--- src/rtl/control_sequencer_if.sv ---
// Control bundle between the hardwired sequencer and the Mini SRC datapath:
// IR/CON_FF flow up from the datapath, register strobes flow down.
interface control_sequencer_if;
  logic [31:0] IR;
  logic        CON_FF;
  logic        run;
  logic [4:0]  op_sel;
  logic PC_out, MDR_out, Zlo_out, Zhi_out, HI_out, LO_out, C_out, In_out, R_out, BAout;
  logic MAR_rd, MDR_rd, IR_rd, PC_rd, Y_rd, Zlo_rd, CON_rd, Rin;
  logic Gra, Grb, Grc;
  logic IncPC, Read, Write;

  modport master (
    input  IR, CON_FF,
    output run, op_sel,
    output PC_out, MDR_out, Zlo_out, Zhi_out, HI_out, LO_out, C_out, In_out, R_out, BAout,
    output MAR_rd, MDR_rd, IR_rd, PC_rd, Y_rd, Zlo_rd, CON_rd, Rin,
    output Gra, Grb, Grc, IncPC, Read, Write
  );

  modport slave (
    output IR, CON_FF,
    input  run, op_sel,
    input  PC_out, MDR_out, Zlo_out, Zhi_out, HI_out, LO_out, C_out, In_out, R_out, BAout,
    input  MAR_rd, MDR_rd, IR_rd, PC_rd, Y_rd, Zlo_rd, CON_rd, Rin,
    input  Gra, Grb, Grc, IncPC, Read, Write
  );
endinterface

--- src/rtl/control_sequencer.sv ---
// Hardwired Moore control unit for the Mini SRC datapath: fetch T0-T2, per-opcode
// execute T3-T7, halt until clr. Strobes decode combinationally from state + IR.
module control_sequencer #(
  parameter logic [4:0] ALU_ADD = 5'b00011,
  parameter int         STEP_W  = 3
) (
  input logic               clk,
  input logic               clr,
  control_sequencer_if.master bus
);
  localparam logic [4:0] OP_LD = 5'd0, OP_LDI = 5'd1, OP_ST = 5'd2;
  localparam logic [4:0] OP_ADDI = 5'd12, OP_ANDI = 5'd13, OP_ORI = 5'd14;
  localparam logic [4:0] OP_NEG = 5'd17, OP_NOT = 5'd18, OP_BR = 5'd19, OP_JR = 5'd20;
  localparam logic [4:0] OP_IN = 5'd22, OP_MFHI = 5'd24, OP_MFLO = 5'd25, OP_HALT = 5'd27;

  typedef enum logic [1:0] {IDLE, RUN, HALT} state_t;

  state_t              state;
  logic [STEP_W-1:0]   step;
  logic [STEP_W-1:0]   last;
  logic [4:0]          opc;
  logic                is_rr;

  assign opc   = bus.IR[31:27];
  assign is_rr = (opc >= 5'd3) && (opc <= 5'd11);

  // Final step of each instruction; codes with no execute phase end at T2.
  always_comb begin
    last = STEP_W'(2);
    if (is_rr) last = STEP_W'(5);
    else begin
      case (opc)
        OP_ADDI, OP_ANDI, OP_ORI, OP_LDI:   last = STEP_W'(5);
        OP_NEG, OP_NOT:                     last = STEP_W'(4);
        OP_LD, OP_ST:                       last = STEP_W'(7);
        OP_BR:                              last = STEP_W'(6);
        OP_JR, OP_IN, OP_MFHI, OP_MFLO:     last = STEP_W'(3);
        default:                            last = STEP_W'(2);
      endcase
    end
  end

  always_ff @(posedge clk or posedge clr) begin
    if (clr) begin
      state <= IDLE;
      step  <= '0;
    end else begin
      case (state)
        IDLE: begin
          state <= RUN;
          step  <= '0;
        end
        RUN: begin
          if (step == STEP_W'(2) && opc == OP_HALT) begin
            state <= HALT;
            step  <= '0;
          end else if (step == last) step <= '0;
          else                       step <= step + 1'b1;
        end
        default: state <= HALT;
      endcase
    end
  end

  always_comb begin
    bus.run = 1'b0; bus.op_sel = 5'd0;
    bus.PC_out = 1'b0; bus.MDR_out = 1'b0; bus.Zlo_out = 1'b0; bus.Zhi_out = 1'b0;
    bus.HI_out = 1'b0; bus.LO_out = 1'b0; bus.C_out = 1'b0; bus.In_out = 1'b0;
    bus.R_out = 1'b0; bus.BAout = 1'b0;
    bus.MAR_rd = 1'b0; bus.MDR_rd = 1'b0; bus.IR_rd = 1'b0; bus.PC_rd = 1'b0;
    bus.Y_rd = 1'b0; bus.Zlo_rd = 1'b0; bus.CON_rd = 1'b0; bus.Rin = 1'b0;
    bus.Gra = 1'b0; bus.Grb = 1'b0; bus.Grc = 1'b0;
    bus.IncPC = 1'b0; bus.Read = 1'b0; bus.Write = 1'b0;
    if (state == RUN) begin
      bus.run = 1'b1;
      case (step)
        STEP_W'(0): begin bus.PC_out = 1'b1; bus.MAR_rd = 1'b1; bus.IncPC = 1'b1; bus.Zlo_rd = 1'b1; end
        STEP_W'(1): begin bus.Zlo_out = 1'b1; bus.PC_rd = 1'b1; bus.Read = 1'b1; bus.MDR_rd = 1'b1; end
        STEP_W'(2): begin bus.MDR_out = 1'b1; bus.IR_rd = 1'b1; end
        STEP_W'(3): begin
          if (is_rr) begin bus.Grb = 1'b1; bus.R_out = 1'b1; bus.Y_rd = 1'b1; end
          else case (opc)
            OP_ADDI, OP_ANDI, OP_ORI, OP_LDI, OP_LD, OP_ST:
              begin bus.Grb = 1'b1; bus.R_out = 1'b1; bus.BAout = 1'b1; bus.Y_rd = 1'b1; end
            OP_NEG, OP_NOT:
              begin bus.Grb = 1'b1; bus.R_out = 1'b1; bus.Zlo_rd = 1'b1; bus.op_sel = opc; end
            OP_BR:   begin bus.Gra = 1'b1; bus.R_out = 1'b1; bus.CON_rd = 1'b1; end
            OP_JR:   begin bus.Gra = 1'b1; bus.R_out = 1'b1; bus.PC_rd = 1'b1; end
            OP_IN:   begin bus.In_out = 1'b1; bus.Gra = 1'b1; bus.Rin = 1'b1; end
            OP_MFHI: begin bus.HI_out = 1'b1; bus.Gra = 1'b1; bus.Rin = 1'b1; end
            OP_MFLO: begin bus.LO_out = 1'b1; bus.Gra = 1'b1; bus.Rin = 1'b1; end
            default: ;
          endcase
        end
        STEP_W'(4): begin
          if (is_rr) begin bus.Grc = 1'b1; bus.R_out = 1'b1; bus.Zlo_rd = 1'b1; bus.op_sel = opc; end
          else case (opc)
            OP_ADDI, OP_LDI, OP_LD, OP_ST:
                     begin bus.C_out = 1'b1; bus.Zlo_rd = 1'b1; bus.op_sel = ALU_ADD; end
            OP_ANDI: begin bus.C_out = 1'b1; bus.Zlo_rd = 1'b1; bus.op_sel = 5'b00101; end
            OP_ORI:  begin bus.C_out = 1'b1; bus.Zlo_rd = 1'b1; bus.op_sel = 5'b00110; end
            OP_NEG, OP_NOT: begin bus.Zlo_out = 1'b1; bus.Gra = 1'b1; bus.Rin = 1'b1; end
            OP_BR:   begin bus.PC_out = 1'b1; bus.Y_rd = 1'b1; end
            default: ;
          endcase
        end
        STEP_W'(5): begin
          if (is_rr) begin bus.Zlo_out = 1'b1; bus.Gra = 1'b1; bus.Rin = 1'b1; end
          else case (opc)
            OP_ADDI, OP_ANDI, OP_ORI, OP_LDI:
                          begin bus.Zlo_out = 1'b1; bus.Gra = 1'b1; bus.Rin = 1'b1; end
            OP_LD, OP_ST: begin bus.Zlo_out = 1'b1; bus.MAR_rd = 1'b1; end
            OP_BR:        begin bus.C_out = 1'b1; bus.Zlo_rd = 1'b1; bus.op_sel = ALU_ADD; end
            default: ;
          endcase
        end
        STEP_W'(6): begin
          case (opc)
            OP_LD: begin bus.Read = 1'b1; bus.MDR_rd = 1'b1; end
            OP_ST: begin bus.Gra = 1'b1; bus.R_out = 1'b1; bus.MDR_rd = 1'b1; end
            // Branch taken only when the condition flop is set during this step.
            OP_BR: begin bus.Zlo_out = 1'b1; bus.PC_rd = bus.CON_FF; end
            default: ;
          endcase
        end
        STEP_W'(7): begin
          case (opc)
            OP_LD: begin bus.MDR_out = 1'b1; bus.Gra = 1'b1; bus.Rin = 1'b1; end
            OP_ST: bus.Write = 1'b1;
            default: ;
          endcase
        end
        default: ;
      endcase
    end
  end
endmodule
--- src/flat_wrapper.sv ---
// flat-port wrapper written by rule: the top's interface ports become plain ports
module control_sequencer_flat 
#(
  parameter logic [4:0] ALU_ADD = 5'b00011,
  parameter int         STEP_W  = 3
)
  (clk, clr, bus_IR, bus_CON_FF, bus_run, bus_op_sel, bus_PC_out, bus_MDR_out, bus_Zlo_out, bus_Zhi_out, bus_HI_out, bus_LO_out, bus_C_out, bus_In_out, bus_R_out, bus_BAout, bus_MAR_rd, bus_MDR_rd, bus_IR_rd, bus_PC_rd, bus_Y_rd, bus_Zlo_rd, bus_CON_rd, bus_Rin, bus_Gra, bus_Grb, bus_Grc, bus_IncPC, bus_Read, bus_Write);
  control_sequencer_if bus_i ();
  input logic clk;
  input logic clr;
  input wire logic [$bits(bus_i.IR)-1:0] bus_IR;
  input wire logic [$bits(bus_i.CON_FF)-1:0] bus_CON_FF;
  output wire logic [$bits(bus_i.run)-1:0] bus_run;
  output wire logic [$bits(bus_i.op_sel)-1:0] bus_op_sel;
  output wire logic [$bits(bus_i.PC_out)-1:0] bus_PC_out;
  output wire logic [$bits(bus_i.MDR_out)-1:0] bus_MDR_out;
  output wire logic [$bits(bus_i.Zlo_out)-1:0] bus_Zlo_out;
  output wire logic [$bits(bus_i.Zhi_out)-1:0] bus_Zhi_out;
  output wire logic [$bits(bus_i.HI_out)-1:0] bus_HI_out;
  output wire logic [$bits(bus_i.LO_out)-1:0] bus_LO_out;
  output wire logic [$bits(bus_i.C_out)-1:0] bus_C_out;
  output wire logic [$bits(bus_i.In_out)-1:0] bus_In_out;
  output wire logic [$bits(bus_i.R_out)-1:0] bus_R_out;
  output wire logic [$bits(bus_i.BAout)-1:0] bus_BAout;
  output wire logic [$bits(bus_i.MAR_rd)-1:0] bus_MAR_rd;
  output wire logic [$bits(bus_i.MDR_rd)-1:0] bus_MDR_rd;
  output wire logic [$bits(bus_i.IR_rd)-1:0] bus_IR_rd;
  output wire logic [$bits(bus_i.PC_rd)-1:0] bus_PC_rd;
  output wire logic [$bits(bus_i.Y_rd)-1:0] bus_Y_rd;
  output wire logic [$bits(bus_i.Zlo_rd)-1:0] bus_Zlo_rd;
  output wire logic [$bits(bus_i.CON_rd)-1:0] bus_CON_rd;
  output wire logic [$bits(bus_i.Rin)-1:0] bus_Rin;
  output wire logic [$bits(bus_i.Gra)-1:0] bus_Gra;
  output wire logic [$bits(bus_i.Grb)-1:0] bus_Grb;
  output wire logic [$bits(bus_i.Grc)-1:0] bus_Grc;
  output wire logic [$bits(bus_i.IncPC)-1:0] bus_IncPC;
  output wire logic [$bits(bus_i.Read)-1:0] bus_Read;
  output wire logic [$bits(bus_i.Write)-1:0] bus_Write;
  assign bus_i.IR = bus_IR;
  assign bus_i.CON_FF = bus_CON_FF;
  assign bus_run = bus_i.run;
  assign bus_op_sel = bus_i.op_sel;
  assign bus_PC_out = bus_i.PC_out;
  assign bus_MDR_out = bus_i.MDR_out;
  assign bus_Zlo_out = bus_i.Zlo_out;
  assign bus_Zhi_out = bus_i.Zhi_out;
  assign bus_HI_out = bus_i.HI_out;
  assign bus_LO_out = bus_i.LO_out;
  assign bus_C_out = bus_i.C_out;
  assign bus_In_out = bus_i.In_out;
  assign bus_R_out = bus_i.R_out;
  assign bus_BAout = bus_i.BAout;
  assign bus_MAR_rd = bus_i.MAR_rd;
  assign bus_MDR_rd = bus_i.MDR_rd;
  assign bus_IR_rd = bus_i.IR_rd;
  assign bus_PC_rd = bus_i.PC_rd;
  assign bus_Y_rd = bus_i.Y_rd;
  assign bus_Zlo_rd = bus_i.Zlo_rd;
  assign bus_CON_rd = bus_i.CON_rd;
  assign bus_Rin = bus_i.Rin;
  assign bus_Gra = bus_i.Gra;
  assign bus_Grb = bus_i.Grb;
  assign bus_Grc = bus_i.Grc;
  assign bus_IncPC = bus_i.IncPC;
  assign bus_Read = bus_i.Read;
  assign bus_Write = bus_i.Write;
  control_sequencer #(.ALU_ADD(ALU_ADD), .STEP_W(STEP_W)) u_core (.clk(clk), .clr(clr), .bus(bus_i));
endmodule
--- config.mk ---
export PLATFORM = sky130hd
export DESIGN_NAME = control_sequencer_flat
export DESIGN_NICKNAME = d
export VERILOG_FILES = /design/src/rtl/control_sequencer_if.sv /design/src/rtl/control_sequencer.sv /design/src/flat_wrapper.sv
export SDC_FILE = /design/constraint.sdc
export NUM_CORES = 1
export LEC_CHECK = 0
export BUFFER_PORTS_ARGS = -buffer_cell sky130_fd_sc_hd__buf_2
export CORE_ASPECT_RATIO = 1.5
export CORE_MARGIN = 5
export CORE_UTILIZATION = 50
export DETAILED_ROUTE_END_ITERATION = 7
export PLACE_DENSITY = 0.87
export SKIP_LAST_GASP = 1
export SLEW_MARGIN = 25
export SYNTH_ARGS = -nofsm -noshare
export SYNTH_HDL_FRONTEND = slang
export SYNTH_SLANG_ARGS = --single-unit
export TNS_END_PERCENT = 50
--- constraint.sdc ---
create_clock -name clk -period 7.4 [get_ports clk]
set_input_delay 1.48 -clock clk [delete_from_list [all_inputs] [get_ports clk]]
set_output_delay 1.48 -clock clk [all_outputs]
set_load 0.005 [all_outputs]
==> results_dict.tcl, run 1 <==
set metrics [dict create \
    n_antenna_cell 0 \
    layoutNonFillerInstCount 235 \
    yosysUniqueCellTypes 55 \
    syn_avg_cell_area_um2 7.04 \
    synth_edf_count 0 \
    syn_to_final_growth_pct 13.5 \
    worstMarginPinSlew_ns 0.850 \
    critical_path_class "in -> out" \
    critPathMaxFanout 11 \
    synth-xor-area-share_pct 0.680 \
    crit_chain "buf_2 -> ha_1 -> and4b_4 -> or4_4 -> and3_1 -> a221oi_2 -> o22ai_1 -> buf_2" \
    seqCellArea_um2 125 \
    relSlewSlack_pct 42.9 \
    synth_ff_type "dfrtp_1" \
    die_w_um 51.4 \
    maxCapViolCount 0 \
    rows 22 \
    powerDensity_nw_per_um2 241 \
    power.total_w 0.000352 \
    synthesis.area_um2 1290 \
    cpMaxStageDelayCell "or4_4" \
    vias 1496 \
    crit_family "simple AND/OR/NAND/NOR gates" \
    drv_slew 0 \
    cts_resized 0 \
    cpPeakStageDelay_ns 0.58 \
    start_kind "input port" \
    ant_nets 0 \
    routabilityCongestion 0.923 \
    insertion_delay_ns 0.23 \
    synthesis.nets 230 \
    synth_mux_area_share_pct 1.65 \
    cts_root_buf "clkbuf_4" \
    ys_seq_area_share_pct 9.72 \
    dp_hpwl_um 2790 \
    gr-total-overflow 0 \
    first_pass_iters 4 \
    cts_made_buffers 3 \
    required_ns 5.92 \
    die-area_um2 3710 \
    drive_gt1_share_pct 24.2 \
    fin_setup_tns_ns 0 \
    io_buffers 36 \
    grt_use_total_pct 19.7 \
    antenna_found_initial 0 \
    synth-compound-area-share_pct 30.8 \
    grt_pass1_wl_um 5990 \
    yosys.area_share.simple_pct 36.8 \
    start_util_pct 52.6 \
    tritoncts "built" \
    holdPathStages 1 \
    rsz0062_at_grt "false" \
    finalHoldViolations 0 \
    peakVddDrop_mv 0.234 \
    timing.fmax_mhz 196 \
    crit_arrival_ns 3.62 \
    drc 0 \
    clock_path_buffers 2 \
    r2r_cells 7 \
    async_reset_ff_share_pct 100 \
    path_common_cell "buf_2" \
    syn_inst 183 \
    placed_cells 231 \
    core_area_um2 2450 \
    path_clk_slew_ns 0.04 \
    cp.depth 8 \
    drtIter0Drc 67 \
    final_common_cell "buf_2" \
    cp_num_buf_inv 2 \
    endpoint_kind "output pin" \
    ys_ff_latch 5 \
    postCtsSetupRepairBufs 0 \
    cts_hold_buf 0 \
    setup_viol 0 \
    yosys.area_share.adder_pct 11.7 \
    fin_worst_skew_ns 0.000502 \
    drt-total-wl_um 3630 \
    post-route-period-util_pct 68.9 \
    ys_warn_count 0 \
    min_period_ns 5.10 \
    via_per_inst 6.37 \
    status "complete, no violations" \
    htree_num_levels 1 \
    nFillCells 246 \
    cts.sinks 5 \
    ios 65 \
    multi_input_area_um2 1050 \
    grt_max_degree 22 \
    die_height_um 72.2 \
    wire_per_inst_um 15.5 \
    grt_pass1_vias 1451 \
    layout.nets 259 \
    hp-class "reg -> reg" \
    p_leak_nw 0.659 \
    mostFrequentLayoutCells "buf_2, nand2_1, a21oi_1, nor2_1, ha_1" \
    synth_top_family_by_area "simple AND/OR/NAND/NOR gates" \
]
-- state kept, by name, indices dropped and copies added (netlist names) --
signal,flops
u_core.state,2
u_core.step,3
-- through the flow --
stage	hold slack (ns)	cell area, um^2	setup slack [ns]	utilization (%)
finish	0.474	1460	2.30	59.7
global route	0.519	1460	2.12	59.7
CTS	0.487	1460	2.32	59.7
detailed placement	0.463	1440	2.33	58.6
global placement	0.452	1440	2.34	58.6
floorplan	0.437	1290	2.95	-
-- logic make-up after synthesis --
kind of cell | after synthesis
buffers and inverters | 24
and+or+nand+nor | 83
other | 1
adders and majority gates | 12
DFF | 5
xor gates and xnor gates | 1
AOI/OAI and AO/OA | 55
muxes | 2
-- layout make-up --
cell class                 count  area share, %
tap                           24           2.05
sequential                     5           8.56
clock buffer                   4           1.80
multi-input combinational    154           72.2
timing repair buffer          36           12.3
inverter                      12           3.08
-- final timing paths --
check | slack [ns] | to | start
max in group asynchronous | 6.11 | u_core.step[1] | clr
worst max-delay path | 2.30 | bus_Zlo_rd | bus_IR[28]
worst max register to register | 5.54 | u_core.step[2] | u_core.step[0]
min in group asynchronous | 1.13 | u_core.step[2] | clr
worst min register to register | 0.47 | u_core.state[0] | u_core.state[0]
worst min-delay path | 0.47 | u_core.state[0] | u_core.state[0]
-- metal layers --
layer / vias to the layer above / global-route usage [%] / share of wire, %
met5: - / 0 / 0
met4: 0 / 6.12 / 2.0
met3: 10 / 1.03 / 4.8
met2: 58 / 37.5 / 54
met1: 687 / 22.7 / 40
li1: 741 / - / -
-- cells in the mapped netlist (all sizes together) (2+ instances only) --
cell,instances,area (um^2)
buf,5,36.3
nor3b,2,15.0
or4,2,22.5
clkbuf,7,26.3
a32oi,2,17.5
or3,5,31.3
a21oi,15,75.1
ha,12,150
o31ai,4,30.0
and2,6,37.5
dfrtp,5,125
nor2b,2,12.5
o211ai,5,42.5
inv,11,41.3
nand2,18,70.1
o21ai,9,48.8
nor2,15,56.3
and3,3,18.8
nand3,2,10.0
nand3b,4,30.0
nor3,8,40.0
o22ai,5,31.3
nand2b,5,31.3
a31oi,3,18.8
a211oi,3,27.5
nand4,3,18.8
-- power breakdown --
group,internal (W),switching [W],leakage (nW),total (W)
Sequential,0.0000400,0.0000260,0.0586,0.0000660
Clock,0.0000202,0.00000893,0.0150,0.0000292
Combinational,0.000101,0.000156,0.586,0.000257
Total,0.000162,0.000191,0.659,0.000352
Note: power is estimated with default switching activity, not from simulation.
==> inputs of run 2 (changes only) <==
--- a/config.mk
+++ b/config.mk
@@ -8,9 +8,9 @@
 export BUFFER_PORTS_ARGS = -buffer_cell sky130_fd_sc_hd__buf_2
 export CORE_ASPECT_RATIO = 1.5
 export CORE_MARGIN = 5
-export CORE_UTILIZATION = 50
+export CORE_UTILIZATION = 46
 export DETAILED_ROUTE_END_ITERATION = 7
-export PLACE_DENSITY = 0.87
+export PLACE_DENSITY = 0.81
 export SKIP_LAST_GASP = 1
 export SLEW_MARGIN = 25
 export SYNTH_ARGS = -nofsm -noshare
==> constraint.sdc (replaced) <==
create_clock -name clk -period 4.93 [get_ports clk]
set_input_delay 0.986 -clock clk [delete_from_list [all_inputs] [get_ports clk]]
set_output_delay 0.986 -clock clk [all_outputs]
set_load 0.005 [all_outputs]
==> run 2 against run 1 <==
Flip-flop and latch count stayed put; register-to-register slack worse by 2.4 ns; combinational power up 51%; critical path depth unchanged; wire length grew 3.1%; critical endpoint unchanged.
==> results_dict.tcl, run 2 (same netlist as run 1, synthesis figures left out) <==
set metrics [dict create \
    n_antenna_cell 0 \
    htree_num_levels 1 \
    relSlewSlack_pct 41.3 \
    cp_num_buf_inv 2 \
    core_area_um2 2680 \
    grt_use_total_pct 20.0 \
    insertion_delay_ns 0.22 \
    path_clk_slew_ns 0.03 \
    setup_viol 0 \
    largest_register_ffs 3 \
    rows 23 \
    crit_chain "buf_2 -> ha_1 -> and4b_4 -> or4_4 -> and3_1 -> a221oi_2 -> o22ai_1 -> buf_2" \
    finalHoldViolations 0 \
    p_leak_nw 0.667 \
    path_common_cell "buf_2" \
    min_period_ns 4.13 \
    layoutNonFillerInstCount 248 \
    drtIter0Drc 54 \
    via_per_inst 6.18 \
    die_height_um 74.8 \
    cpPeakStageDelay_ns 0.58 \
    first_pass_iters 4 \
    grt_pass1_vias 1420 \
    vias 1532 \
    drc 0 \
    placed_cells 244 \
    final_common_cell "buf_2" \
    ios 65 \
    cpMaxStageDelayCell "or4_4" \
    reg_top3 "u_core.step x3, u_core.state x2" \
    worstMarginPinSlew_ns 0.873 \
    fin_setup_tns_ns 0 \
    drv_slew 0 \
    dp_hpwl_um 2840 \
    io_buffers 36 \
    cts_hold_buf 0 \
    syn_to_final_growth_pct 16.2 \
    required_ns 3.94 \
    rsz0062_at_grt "false" \
    endpoint_kind "output pin" \
    crit_family "simple AND/OR/NAND/NOR gates" \
    start_util_pct 48.1 \
    grt_max_degree 22 \
    top_register "u_core.step" \
    postCtsSetupRepairBufs 0 \
    cp.depth 8 \
    hp-class "reg -> reg" \
    crit_arrival_ns 3.15 \
    die_w_um 53.2 \
    cts_root_buf "clkbuf_8" \
    holdPathStages 1 \
    die-area_um2 3980 \
    layout.nets 259 \
    tritoncts "built" \
    drive_gt1_share_pct 24.2 \
    post-route-period-util_pct 83.9 \
    status "complete, no violations" \
    mostFrequentLayoutCells "buf_2, nand2_1, a21oi_1, nor2_1, ha_1" \
    cts_made_buffers 3 \
    timing.fmax_mhz 242 \
    fin_worst_skew_ns 0.000488 \
    grt_pass1_wl_um 6150 \
    routabilityCongestion 0.971 \
    gr-total-overflow 0 \
    clock_path_buffers 2 \
    cts.sinks 5 \
    maxCapViolCount 0 \
    wire_per_inst_um 15.1 \
    drt-total-wl_um 3740 \
    powerDensity_nw_per_um2 375 \
    cts_resized 0 \
    antenna_found_initial 0 \
    ant_nets 0 \
    r2r_cells 7 \
    critPathMaxFanout 11 \
    peakVddDrop_mv 0.365 \
    critical_path_class "in -> out" \
    start_kind "input port" \
]
-- run 2: cell counts in the layout (fill, tap and decap cells not counted) --
No cell type changed its count.
-- run 2: report_power, final --
part / switching (W) / internal (W) / leakage [nW]
registers: 0.0000391 / 0.0000601 / 0.0586
clock network: 0.0000178 / 0.0000553 / 0.0228
logic: 0.000236 / 0.000152 / 0.586
-- run 2: cell type report --
type,instances,area (um^2)
Tap cell,37,46.3
Multi-Input combinational cell,154,1050
Timing Repair Buffer,36,180
Sequential cell,5,125
Inverter,12,45.0
Clock buffer,4,45.0
Fill cell,275,1180
-- run 2: per-layer routing --
metal  wire (um)  GRT usage [%]  vias up
met3         237           1.98        8
met1        1460           24.6      723
met2        1990           35.2       61
met4          49           7.67        0
li1            -              -      740
met5           0              0        -
-- run 2: worst paths after layout --
kind,from,endpoint,slack [ns]
worst min-delay path,u_core.state[0],u_core.state[0],0.46
min in group asynchronous,clr,u_core.step[0],0.65
worst max-delay path,bus_IR[27],bus_Zlo_rd,0.80
worst max register to register,u_core.step[0],u_core.step[2],3.10
worst min register to register,u_core.state[0],u_core.state[0],0.46
max in group asynchronous,clr,u_core.state[0],4.13
-- run 2: metrics by stage --
stage	total power, W	area (um^2)	setup WS (ns)	util (%)	hold slack [ns]
floorplan	0.000374	1290	1.47	-	0.437
global placement	0.000476	1450	0.833	54.2	0.450
detailed placement	0.000484	1450	0.815	54.2	0.461
CTS	0.000560	1500	0.814	55.9	0.465
global route	0.000626	1500	0.666	55.9	0.504
finish	0.000561	1500	0.795	55.9	0.463
==> inputs of run 3 (changes only) <==
==> constraint.sdc (replaced) <==
create_clock -name clk -period 4.24 [get_ports clk]
set_input_delay 0.848 -clock clk [delete_from_list [all_inputs] [get_ports clk]]
set_output_delay 0.848 -clock clk [all_outputs]
set_load 0.005 [all_outputs]
==> run 3 against run 2 <==
Combinational power is 16% higher; worst hold slack worse by 0.0060 ns; flip-flop and latch count stayed put; design area is 0.50% higher; power is 16% higher; critical endpoint is now bus_op_sel[0].
==> results_dict.tcl, run 3 (same netlist as run 1, synthesis figures left out) <==
set metrics [dict create \
    ant_nets 0 \
    first_pass_iters 4 \
    die_height_um 74.8 \
    path_common_cell "buf_2" \
    fin_setup_tns_ns 0 \
    cts_hold_buf 0 \
    multi_input_area_um2 1050 \
    powerDensity_nw_per_um2 432 \
    r2r_cells 7 \
    largest_register_ffs 3 \
    htree_num_levels 1 \
    mostFrequentLayoutCells "buf_2, nand2_1, a21oi_1, nor2_1, ha_1" \
    routabilityCongestion 0.971 \
    drc 0 \
    io_buffers 36 \
    nFillCells 284 \
    cts.sinks 5 \
    critical_path_class "in -> out" \
    min_period_ns 3.85 \
    post-route-worst-setup-slack_ns 0.395 \
    wire_per_inst_um 14.9 \
    grt_use_total_pct 19.8 \
    crit_start "bus_IR[28]" \
    grt_max_degree 22 \
    cts_made_buffers 3 \
    die-area_um2 3980 \
    endpoint_kind "output pin" \
    cpPeakStageDelay_ns 0.57 \
    maxCapViolCount 0 \
    fin_worst_skew_ns 0.000721 \
    regToRegEndpoint "u_core.step[2]" \
    dp_hpwl_um 2870 \
    rsz0062_at_grt "false" \
    path_clk_slew_ns 0.03 \
    peakVddDrop_mv 0.417 \
    status "complete, no violations" \
    vias 1508 \
    tritoncts "built" \
    grt_pass1_vias 1433 \
    grt_pass1_wl_um 6130 \
    start_util_pct 48.1 \
    drtIter0Drc 70 \
    drv_slew 0 \
    clock_path_buffers 2 \
    required_ns 3.39 \
    hp-class "reg -> reg" \
    r2r-start "u_core.step[0]" \
    p_leak_nw 0.672 \
    r2r_slack_ns 2.42 \
    timing.fmax_mhz 260 \
    critPathMaxFanout 11 \
    rows 23 \
    crit_arrival_ns 3.00 \
    n_antenna_cell 0 \
    cts_resized 0 \
    insertion_delay_ns 0.22 \
    hold_slack_ns 0.457 \
    crit_chain "buf_2 -> ha_1 -> and4b_4 -> or4_4 -> and3_1 -> o21ai_0 -> a31oi_1 -> buf_2" \
    gr-total-overflow 0 \
    drive_gt1_share_pct 24.5 \
    seqCellArea_um2 125 \
    core_area_um2 2680 \
    power.total_w 0.000650 \
    post-route-period-util_pct 90.7 \
    syn_to_final_growth_pct 16.8 \
    cts_root_buf "clkbuf_8" \
    worstMarginPinSlew_ns 0.766 \
    relSlewSlack_pct 48.5 \
    finalHoldViolations 0 \
    reg_top3 "u_core.step x3, u_core.state x2" \
    setup_viol 0 \
    final_common_cell "buf_2" \
    antenna_found_initial 0 \
    postCtsSetupRepairBufs 0 \
    via_per_inst 6.06 \
    layout.nets 260 \
    ios 65 \
    endpoint "bus_op_sel[0]" \
    start_kind "input port" \
    drt-total-wl_um 3710 \
    top_register "u_core.step" \
    cpMaxStageDelayCell "or4_4" \
    die_w_um 53.2 \
    dp_slack_ns 0.408 \
]
## run 3: where the power goes
part           switching [W]  leakage, nW   total, W  internal, W
clock network      0.0000209       0.0228  0.0000852    0.0000643
logic               0.000273        0.591   0.000451     0.000178
registers          0.0000442       0.0586   0.000114    0.0000699
## run 3: critical path, delay by kind of cell
kind            cells  cell delay, ns
simple gates        3            1.11
buf+inv             2            0.36
fa+ha+maj           1            0.36
compound gates      2            0.31
## run 3: metrics by stage
step                instance area, um^2  util (%)  cells
CTS                                1500      56.2    249
floorplan                          1290         -    183
detailed placement                 1460      54.5    245
global route                       1500      56.2    249
finish                             1500      56.2    249
global placement                   1460      54.5    245
## run 3: worst min-delay path by stage
stage | from | endpoint | slack (ns) | cells after the start
finish | u_core.state[0] | u_core.state[0] | 0.46 | 1
global route | u_core.state[0] | u_core.state[0] | 0.50 | 1
CTS | u_core.state[0] | u_core.state[0] | 0.46 | 1
detailed placement | u_core.state[0] | u_core.state[0] | 0.46 | 1
global placement | u_core.state[0] | u_core.state[0] | 0.45 | 1
floorplan | u_core.state[0] | u_core.state[0] | 0.44 | 1
## run 3: layout make-up
cell class / count / area share [%]
Multi-Input combinational cell: 154 / 70.1
Timing Repair Buffer: 37 / 12.5
Sequential cell: 5 / 8.32
Tap cell: 37 / 3.08
Clock buffer: 4 / 3.00
Inverter: 12 / 3.00
## run 3: metal layers
layer | track usage (%) | part of all wire, % | vias up
li1 | - | - | 739
met1 | 24.5 | 40 | 699
met2 | 32.6 | 51 | 53
met3 | 2.38 | 4.9 | 17
met4 | 11.1 | 3.7 | 0
met5 | 0 | 0 | -
